$ cat src/rtl/mem_pipe_pkg.sv
// Shared types for the MEM -> EX boundary.
// One queue entry carries a translated MEM-stage result.
package mem_pipe_pkg;

  localparam int EIP_W     = 32;
  localparam int PA_W      = 32;
  localparam int IE_TYPE_W = 4;
  localparam int BR_W      = 32;

  localparam int IE_PROT = 0;
  localparam int IE_PF   = 1;

  typedef struct packed {
    logic [EIP_W-1:0]     eip;
    logic [PA_W-1:0]      pa;
    logic                 ie;
    logic [IE_TYPE_W-1:0] ie_type;
    logic [BR_W-1:0]      br_target;
    logic                 br_tnt;
  } mem_ex_entry_t;

  localparam int ENTRY_W = $bits(mem_ex_entry_t);

  function automatic logic ie_is_mmu(
    input logic [IE_TYPE_W-1:0] t
  );
    return t[IE_PROT] | t[IE_PF];
  endfunction

endpackage

$ cat src/rtl/mem_ex_queue_ctl.sv
// Pointer, occupancy and fence control for mem_ex_queue.
// Flush and reset discard any concurrent push or pop.
module mem_ex_queue_ctl #(
  parameter int DEPTH = 2
) (
  input  logic                     clk,
  input  logic                     rst,
  input  logic                     flush,
  input  logic                     valid_in,
  input  logic                     ready_in,
  input  logic                     ie_in,
  output logic                     push,
  output logic                     ready_out,
  output logic                     valid_out,
  output logic [$clog2(DEPTH)-1:0] wr_ptr,
  output logic [$clog2(DEPTH)-1:0] rd_ptr,
  output logic [$clog2(DEPTH):0]   count,
  output logic                     fenced
);

  localparam int PW = $clog2(DEPTH);
  localparam int CW = PW + 1;

  logic [PW-1:0] wr_ptr_q, wr_ptr_d;
  logic [PW-1:0] rd_ptr_q, rd_ptr_d;
  logic [CW-1:0] count_q, count_d;
  logic          fence_q, fence_d;
  logic          pop;

  assign ready_out = (count_q < CW'(DEPTH)) & ~fence_q;
  assign valid_out = (count_q != '0);
  assign push      = valid_in & ready_out & ~flush;
  assign pop       = valid_out & ready_in & ~flush;

  assign wr_ptr = wr_ptr_q;
  assign rd_ptr = rd_ptr_q;
  assign count  = count_q;
  assign fenced = fence_q;

  // Next-state for pointers, occupancy and the exception fence.
  always_comb begin
    wr_ptr_d = wr_ptr_q;
    rd_ptr_d = rd_ptr_q;
    count_d  = count_q;
    fence_d  = fence_q;
    if (flush) begin
      wr_ptr_d = '0;
      rd_ptr_d = '0;
      count_d  = '0;
      fence_d  = 1'b0;
    end else begin
      if (push) wr_ptr_d = wr_ptr_q + PW'(1);
      if (pop)  rd_ptr_d = rd_ptr_q + PW'(1);
      if (push && ie_in) fence_d = 1'b1;
      unique case ({push, pop})
        2'b10:   count_d = count_q + CW'(1);
        2'b01:   count_d = count_q - CW'(1);
        default: count_d = count_q;
      endcase
    end
  end

  // Control state register with synchronous active-low reset.
  always_ff @(posedge clk) begin
    if (!rst) begin
      wr_ptr_q <= '0;
      rd_ptr_q <= '0;
      count_q  <= '0;
      fence_q  <= 1'b0;
    end else begin
      wr_ptr_q <= wr_ptr_d;
      rd_ptr_q <= rd_ptr_d;
      count_q  <= count_d;
      fence_q  <= fence_d;
    end
  end

endmodule

$ cat src/rtl/mem_ex_queue.sv
// MEM -> EX decoupling queue with exception fence.
// Entry storage lives here; control lives in mem_ex_queue_ctl.
module mem_ex_queue
  import mem_pipe_pkg::*;
#(
  parameter int DEPTH = 2
) (
  input  logic                 clk,
  input  logic                 rst,
  input  logic                 flush,
  input  logic                 valid_in,
  output logic                 ready_out,
  input  logic [EIP_W-1:0]     EIP_in,
  input  logic [PA_W-1:0]      PA_in,
  input  logic                 IE_in,
  input  logic [IE_TYPE_W-1:0] IE_type_in,
  input  logic [BR_W-1:0]      BR_pred_target_in,
  input  logic                 BR_pred_T_NT_in,
  output logic                 valid_out,
  input  logic                 ready_in,
  output logic [EIP_W-1:0]     EIP_out,
  output logic [PA_W-1:0]      PA_out,
  output logic                 IE_out,
  output logic [IE_TYPE_W-1:0] IE_type_out,
  output logic [BR_W-1:0]      BR_pred_target_out,
  output logic                 BR_pred_T_NT_out,
  output logic [$clog2(DEPTH):0] count_out,
  output logic                 fenced_out
);

  localparam int PW = $clog2(DEPTH);

  logic          push;
  logic [PW-1:0] wr_ptr;
  logic [PW-1:0] rd_ptr;

  mem_ex_entry_t wr_entry;
  mem_ex_entry_t rd_entry;
  mem_ex_entry_t mem_q [DEPTH];
  mem_ex_entry_t mem_d [DEPTH];

  mem_ex_queue_ctl #(
    .DEPTH(DEPTH)
  ) u_ctl (
    .clk       (clk),
    .rst       (rst),
    .flush     (flush),
    .valid_in  (valid_in),
    .ready_in  (ready_in),
    .ie_in     (IE_in),
    .push      (push),
    .ready_out (ready_out),
    .valid_out (valid_out),
    .wr_ptr    (wr_ptr),
    .rd_ptr    (rd_ptr),
    .count     (count_out),
    .fenced    (fenced_out)
  );

  assign wr_entry = '{
    eip:       EIP_in,
    pa:        PA_in,
    ie:        IE_in,
    ie_type:   IE_type_in,
    br_target: BR_pred_target_in,
    br_tnt:    BR_pred_T_NT_in
  };

  // Write the incoming entry into the tail slot on an accepted push.
  always_comb begin
    mem_d = mem_q;
    if (push) mem_d[wr_ptr] = wr_entry;
  end

  // Entry storage; reset clears it so the head reads as zero.
  always_ff @(posedge clk) begin
    if (!rst) begin
      for (int i = 0; i < DEPTH; i++) mem_q[i] <= '0;
    end else begin
      mem_q <= mem_d;
    end
  end

  assign rd_entry = mem_q[rd_ptr];

  assign EIP_out            = rd_entry.eip;
  assign PA_out             = rd_entry.pa;
  assign IE_out             = rd_entry.ie;
  assign IE_type_out        = rd_entry.ie_type;
  assign BR_pred_target_out = rd_entry.br_target;
  assign BR_pred_T_NT_out   = rd_entry.br_tnt;

endmodule

$ cat config.mk
export PLATFORM = sky130hd
export DESIGN_NAME = mem_ex_queue
export DESIGN_NICKNAME = d
export VERILOG_FILES = /design/src/rtl/mem_pipe_pkg.sv /design/src/rtl/mem_ex_queue_ctl.sv /design/src/rtl/mem_ex_queue.sv
export SDC_FILE = /design/constraint.sdc
export NUM_CORES = 1
export LEC_CHECK = 0
export ABC_AREA = 0
export BUFFER_PORTS_ARGS = -buffer_cell sky130_fd_sc_hd__buf_2
export CORE_UTILIZATION = 54
export CTS_CLUSTER_DIAMETER = 200
export DETAILED_ROUTE_END_ITERATION = 8
export PLACE_DENSITY = 0.8
export SKIP_LAST_GASP = 1
export SYNTH_ARGS = -nofsm -noshare
export SYNTH_HDL_FRONTEND = slang
export SYNTH_SLANG_ARGS = --single-unit
$ cat constraint.sdc
create_clock -name clk -period 2.16 [get_ports clk]
set_input_delay 0.108 -clock clk [delete_from_list [all_inputs] [get_ports clk]]
set_output_delay 0.108 -clock clk [all_outputs]
set_load 0.01 [all_outputs]
==> results.cfg, run 1 <==
[status]
status = finished clean

[floorplan]
num_io_pins = 214
start_util = 0.551
core_area_mm2 = 0.0165
die_y_um = 132
fp.dieW_um = 132
rows = 47
dieArea_mm2 = 0.0174

[synthesis]
synthArstFlopShare = 0
yosysMostFrequentCell = nand2_1
synthTopCellsByCount = 307 x nand2_1, 209 x dfxtp_1, 204 x mux2i_1, 102 x mux2_2, 36 x clkbuf_1
netlist_area_mm2 = 0.00910
syn-num-nets = 1020
ys_ff_latch = 209
synthCells = 912
synth_seq_area_share = 0.460
ys.flop_type = dfxtp_1
yosysTopAreaCell = dfxtp_1
avgSynthCellArea_um2 = 9.98
ys_types = 23
ys_warn_count = 0
synth_top_area_share = 0.460
synth_edf_count = 0
synthTopCellsByArea = dfxtp_1 46%, mux2i_1 22%, nand2_1 13%

[detailed_routing]
ant_nets = 0
via_count = 7468
route.detailed.drc = 0
wirelength_um = 22800
post_drt_wl_per_cell_um = 15.8
drt_iter0_drc = 327
avgViaCountPerCell = 5.18
first_pass_iters = 5

[clock_network]
hold_buffers = 103
cts_max_path_buffers = 3
h-tree-depth = 1
tritoncts = done
ctsResizeCount = 0
post_cts_buffers = 0
clockRootBuffer = clkbuf_16
clock_latency_ns = 0.50
clk_pin_slew_ns = 0.06
numClockSinks = 209
numCtsBuffers = 23

[grt]
grt_overflow = 0
track_usage = 0.256
top_usage_layer = met2
use_met3 = 0.0427
met2_usage = 0.472
grt_pass1_wl_um = 36700
grt_pass1_vias = 7683
grt_max_degree = 94
use_met1 = 0.292
antenna_found_initial = 0

[critical_path]
startpoint_type = flop
crit_type = flop to primary output
cp.arrival_ns = 1.92
worst_ep_required_time_ns = 2.05
cp_max_fo = 20
crit_path_end_kind = primary output

[run]
maxCapViolCount = 0

[layout]
multi_input_comb_area_mm2 = 0.00449
seq_area_mm2 = 0.00419
post-route-util = 0.733
num-fill-cells = 1101
num_antenna_cells = 0
nets = 1317
syn_to_final_growth_pct = 33.0
stdcell_count = 1443
finish.instance_area_mm2 = 0.0121
drive_above_1_share = 0.305

[placement]
place_ws_ns = 0.283
post-place-cells = 1301
hpwl_um = 12800
placed_cell_area_mm2 = 0.0104
port_buffers = 213
gp_congestion = 0.761

[timing]
drv_slew = 0
worst_clock_skew_ns = 0.00462
hold_viol_final = 0
rsz0062_at_grt = false
slew_headroom = 0.562
setup_ws_ns = 0.135
fmax_mhz = 494
tns_ns = 0
layout_min_cycle_time_ns = 2.03
tightest_slew_ns = 0.658
finalCritPeriodShare = 0.938
finalSetupViolations = 0
holdWs_ns = 0.0362

[pwr]
p_leak_nw = 5.93
power.density_mw_per_mm2 = 728
power.total_mw = 8.81
ir_worst_vdd_v = 0.000524

[min_path]
holdCritPathClass = input port to flop
worst paths after layout:
| kind | cells after the start | startpoint | slack [ns] | endpoint |
|---|---|---|---|---|
| worst max-delay path | 3 | u_ctl.rd_ptr$_SDFFE_PP0P_ | 0.13 | BR_pred_target_out[7] |
| worst min-delay path | 4 | flush | 0.04 | u_ctl.count[1]$_SDFFE_PP0P_ |
| worst max register to register | 5 | u_ctl.count[1]$_SDFFE_PP0P_ | 0.25 | mem_q[151]$_SDFFE_PN0P_ |
| worst min register to register | 2 | mem_q[162]$_SDFFE_PN0P_ | 0.45 | mem_q[162]$_SDFFE_PN0P_ |
cells by family (layout without fill, tap and decap cells):
| logic type | Yosys count | in the layout | share of synthesized area |
|---|---|---|---|
| flops | 209 | 209 | 0.460 |
| xor+xnor | 4 | 4 | 0.00385 |
| fa+ha+maj | 1 | 1 | 0.00137 |
| compound gates | 4 | 4 | 0.00234 |
| buf+inv | 69 | 380 | 0.0474 |
| simple gates | 319 | 319 | 0.135 |
| mux | 306 | 306 | 0.351 |
registers in the layout (all words and copies together) (netlist names):
register and cells:
mem_q 204, u_ctl.count 2, u_ctl.fenced 1, u_ctl.rd_ptr 1
u_ctl.wr_ptr 1
layer usage:
| layer | up-vias | share of wire |
|---|---|---|
| li1 | 3631 | - |
| met1 | 3521 | 0.41 |
| met2 | 247 | 0.51 |
| met3 | 69 | 0.048 |
| met4 | 0 | 0.034 |
| met5 | - | 0 |
cell usage in the layout, fill, tap and decap left out:
| cell type | Yosys | final |
|---|---|---|
| a21oi_1 | 1 | 1 |
| a31oi_1 | 1 | 1 |
| buf_12 | 9 | 13 |
| buf_2 | 15 | 212 |
| buf_4 | 2 | 10 |
| bufinv_16 | 0 | 2 |
| clkbuf_1 | 36 | 8 |
| clkbuf_16 | 0 | 23 |
| clkbuf_8 | 0 | 2 |
| clkinv_2 | 0 | 4 |
| dfxtp_1 | 209 | 208 |
| dfxtp_4 | 0 | 1 |
| dlygate4sd3_1 | 0 | 103 |
| ha_1 | 1 | 1 |
| inv_1 | 2 | 2 |
| inv_6 | 0 | 1 |
| mux2_2 | 102 | 102 |
| mux2i_1 | 204 | 204 |
| nand2_1 | 307 | 307 |
| nand4_1 | 1 | 1 |
| nor2_1 | 6 | 6 |
| nor2_4 | 1 | 1 |
| nor3b_1 | 1 | 1 |
| o21ai_0 | 2 | 2 |
| or2_2 | 1 | 1 |
| or3_1 | 1 | 1 |
| or4b_4 | 1 | 1 |
| xnor2_1 | 2 | 2 |
| xor2_1 | 2 | 2 |
layout make-up:
type                    count  share of cell area
repair buffers            339               0.202
well taps                 220              0.0227
clock buffers              32              0.0512
flip-flops and latches    209               0.346
clock inverters             7             0.00734
multi-input cells         634               0.371
inverters                   2            0.000620
worst max-delay path: stages, from the launching register on:
cell and delay, ns:
dfxtp_4 0.51, buf_4 0.35, mux2_2 0.39, buf_2 0.15
report_power, final:
| part | switching [mW] | internal, mW |
|---|---|---|
| clock | 1.50 | 2.23 |
| sequential | 0.0704 | 3.99 |
| combinational | 0.492 | 0.530 |
| total | 2.06 | 6.75 |
Power figures use the tool's default switching activity.
==> inputs of run 2 (changes only) <==
--- a/config.mk
+++ b/config.mk
@@ -10,7 +10,8 @@
 export CORE_UTILIZATION = 54
 export CTS_CLUSTER_DIAMETER = 200
 export DETAILED_ROUTE_END_ITERATION = 8
-export PLACE_DENSITY = 0.8
+export PLACE_DENSITY = 0.81
+export RECOVER_POWER = 100
 export SKIP_LAST_GASP = 1
 export SYNTH_ARGS = -nofsm -noshare
 export SYNTH_HDL_FRONTEND = slang
==> run 2 against run 1 <==
Against the previous run:
- sequential power about the same
- maximum frequency decreased by 0.25%
- critical path type is now flop to flop
- highest routed layer unchanged
- utilization decreased by 1.2 points
- worst setup slack got worse by 0.0051 ns
- largest power group unchanged
- non-clock buffer count decreased by 5
- clock power increased by 6.2%
==> results.cfg, run 2 (synthesized netlist as in run 1, its figures left out) <==
[clock_network]
h-tree-depth = 1
numCtsBuffers = 23
cts_max_path_buffers = 3
clock_latency_ns = 0.50
clk_pin_slew_ns = 0.06
tritoncts = done
numClockSinks = 209
ctsResizeCount = 0
clockRootBuffer = clkbuf_16

[critical_path]
r2r_start = u_ctl.count[1]$_SDFFE_PP0P_
cp.arrival_ns = 2.43
crit_path_end_kind = flop
crit_path_end = mem_q[127]$_SDFFE_PN0P_
reg2reg_depth = 4
r2r_end = mem_q[127]$_SDFFE_PN0P_
crit_type = flop to flop
cp_max_fo = 54
startpoint_type = flop
r2r_setup_slack_ns = 0.13
cp-startpoint = u_ctl.count[1]$_SDFFE_PP0P_
worst_ep_required_time_ns = 2.56

[detailed_routing]
drt_iter0_drc = 279
avgViaCountPerCell = 5.13
via_count = 7383
first_pass_iters = 4
route.detailed.drc = 0
post_drt_wl_per_cell_um = 15.6
ant_nets = 0
wirelength_um = 22400

[layout]
multi_input_comb_area_mm2 = 0.00448
largest-register = mem_q
post-route-util = 0.721
layout_common_cells = 307 x nand2_1, 208 x dfxtp_1, 204 x mux2i_1
num_antenna_cells = 0
layout_commonest_cell = nand2_1
largest_reg_flops = 204
nets = 1312
finish.instance_area_mm2 = 0.0119
drive_above_1_share = 0.222
num-fill-cells = 1164
syn_to_final_growth_pct = 30.9
seq_area_mm2 = 0.00419

[grt]
grt_overflow = 0
grt_pass1_vias = 7628
grt_pass1_wl_um = 36000
grt_max_degree = 74
antenna_found_initial = 0
track_usage = 0.250

[timing]
fmax_mhz = 493
drv_slew = 0
rsz0062_at_grt = false
finalSetupViolations = 0
tns_ns = 0
slew_headroom = 0.329
tightest_slew_ns = 1.01
worst_clock_skew_ns = 0.00675
hold_viol_final = 0
holdWs_ns = 0.168
finalCritPeriodShare = 0.940
layout_min_cycle_time_ns = 2.03

[floorplan]
fp.dieW_um = 132
dieArea_mm2 = 0.0174
rows = 47
start_util = 0.551
die_y_um = 132
num_io_pins = 214
core_area_mm2 = 0.0165

[placement]
placed_cell_area_mm2 = 0.0103
hpwl_um = 12000
port_buffers = 213
gp_congestion = 0.746

[pwr]
power.share.switching = 0.232
internal_power_mw = 6.91
power.total_mw = 8.99
pwr-share-comb = 0.108
p_sw_mw = 2.08
power.density_mw_per_mm2 = 755
ir_worst_vdd_v = 0.000733
p_leak_nw = 5.50
clkPwrFrac = 0.441
pwr-share-seq = 0.451

[status]
status = finished clean

[run]
maxCapViolCount = 0

[min_path]
holdCritPathClass = input port to flop
-- run 2: how the worst min path moves through the flow --
stage	to	start	depth (start not counted)
6_report	mem_q[123]$_SDFFE_PN0P_	rst	3
5_1_grt	mem_q[124]$_SDFFE_PN0P_	rst	3
4_1_cts	mem_q[125]$_SDFFE_PN0P_	rst	3
3_5_place_dp	mem_q[109]$_SDFFE_PN0P_	BR_pred_target_in[6]	3
3_3_place_gp	mem_q[0]$_SDFFE_PN0P_	BR_pred_T_NT_in	3
2_1_floorplan	mem_q[0]$_SDFFE_PN0P_	BR_pred_T_NT_in	2
-- run 2: final cells by class --
cell class | count | share of cell area
repair buffers | 334 | 0.184
clock buffers | 29 | 0.0536
multi-input cells | 634 | 0.376
well taps | 220 | 0.0231
clock inverters | 10 | 0.0108
flip-flops and latches | 209 | 0.352
inverters | 2 | 0.000630
-- run 2: metrics by stage --
step                worst slack, ns  std cells
floorplan                     0.371        912
global placement              0.345       1294
detailed placement            0.321       1294
CTS                           0.224       1438
global route                 0.0717       1438
finish                        0.130       1438
-- run 2: repair_timing --
item                                    4_1_cts  5_1_grt
setup buffers                                 0        0
hold buffers                                105        0
hold endpoints to repair                    208        0
endpoints found under the setup margin        0        0
-- run 2: power by group through the flow --
| stage | logic (mW) | clock network (mW) | registers (mW) |
|---|---|---|---|
| after detailed placement | 0.820 | 0 | 4.13 |
| after global placement | 0.808 | 0 | 4.13 |
| final | 0.974 | 3.96 | 4.05 |
| after floorplan | 0.567 | 0 | 4.12 |
| after CTS | 0.974 | 4.02 | 4.05 |
| after global routing | 1.05 | 4.18 | 4.07 |
-- run 2: critical path: stages, from the launching register on --
cell and delay, ns:
dfxtp_1 0.39, or4b_1 0.62, nor2_4 0.18, buf_12 0.34, mux2i_1 0.33
-- run 2: routing by layer --
metal	vias up	share of wire	global-route usage
met1	3453	0.41	0.279
met2	233	0.50	0.454
met5	-	0	0
met3	76	0.057	0.0592
met4	0	0.037	0.101
li1	3621	-	-
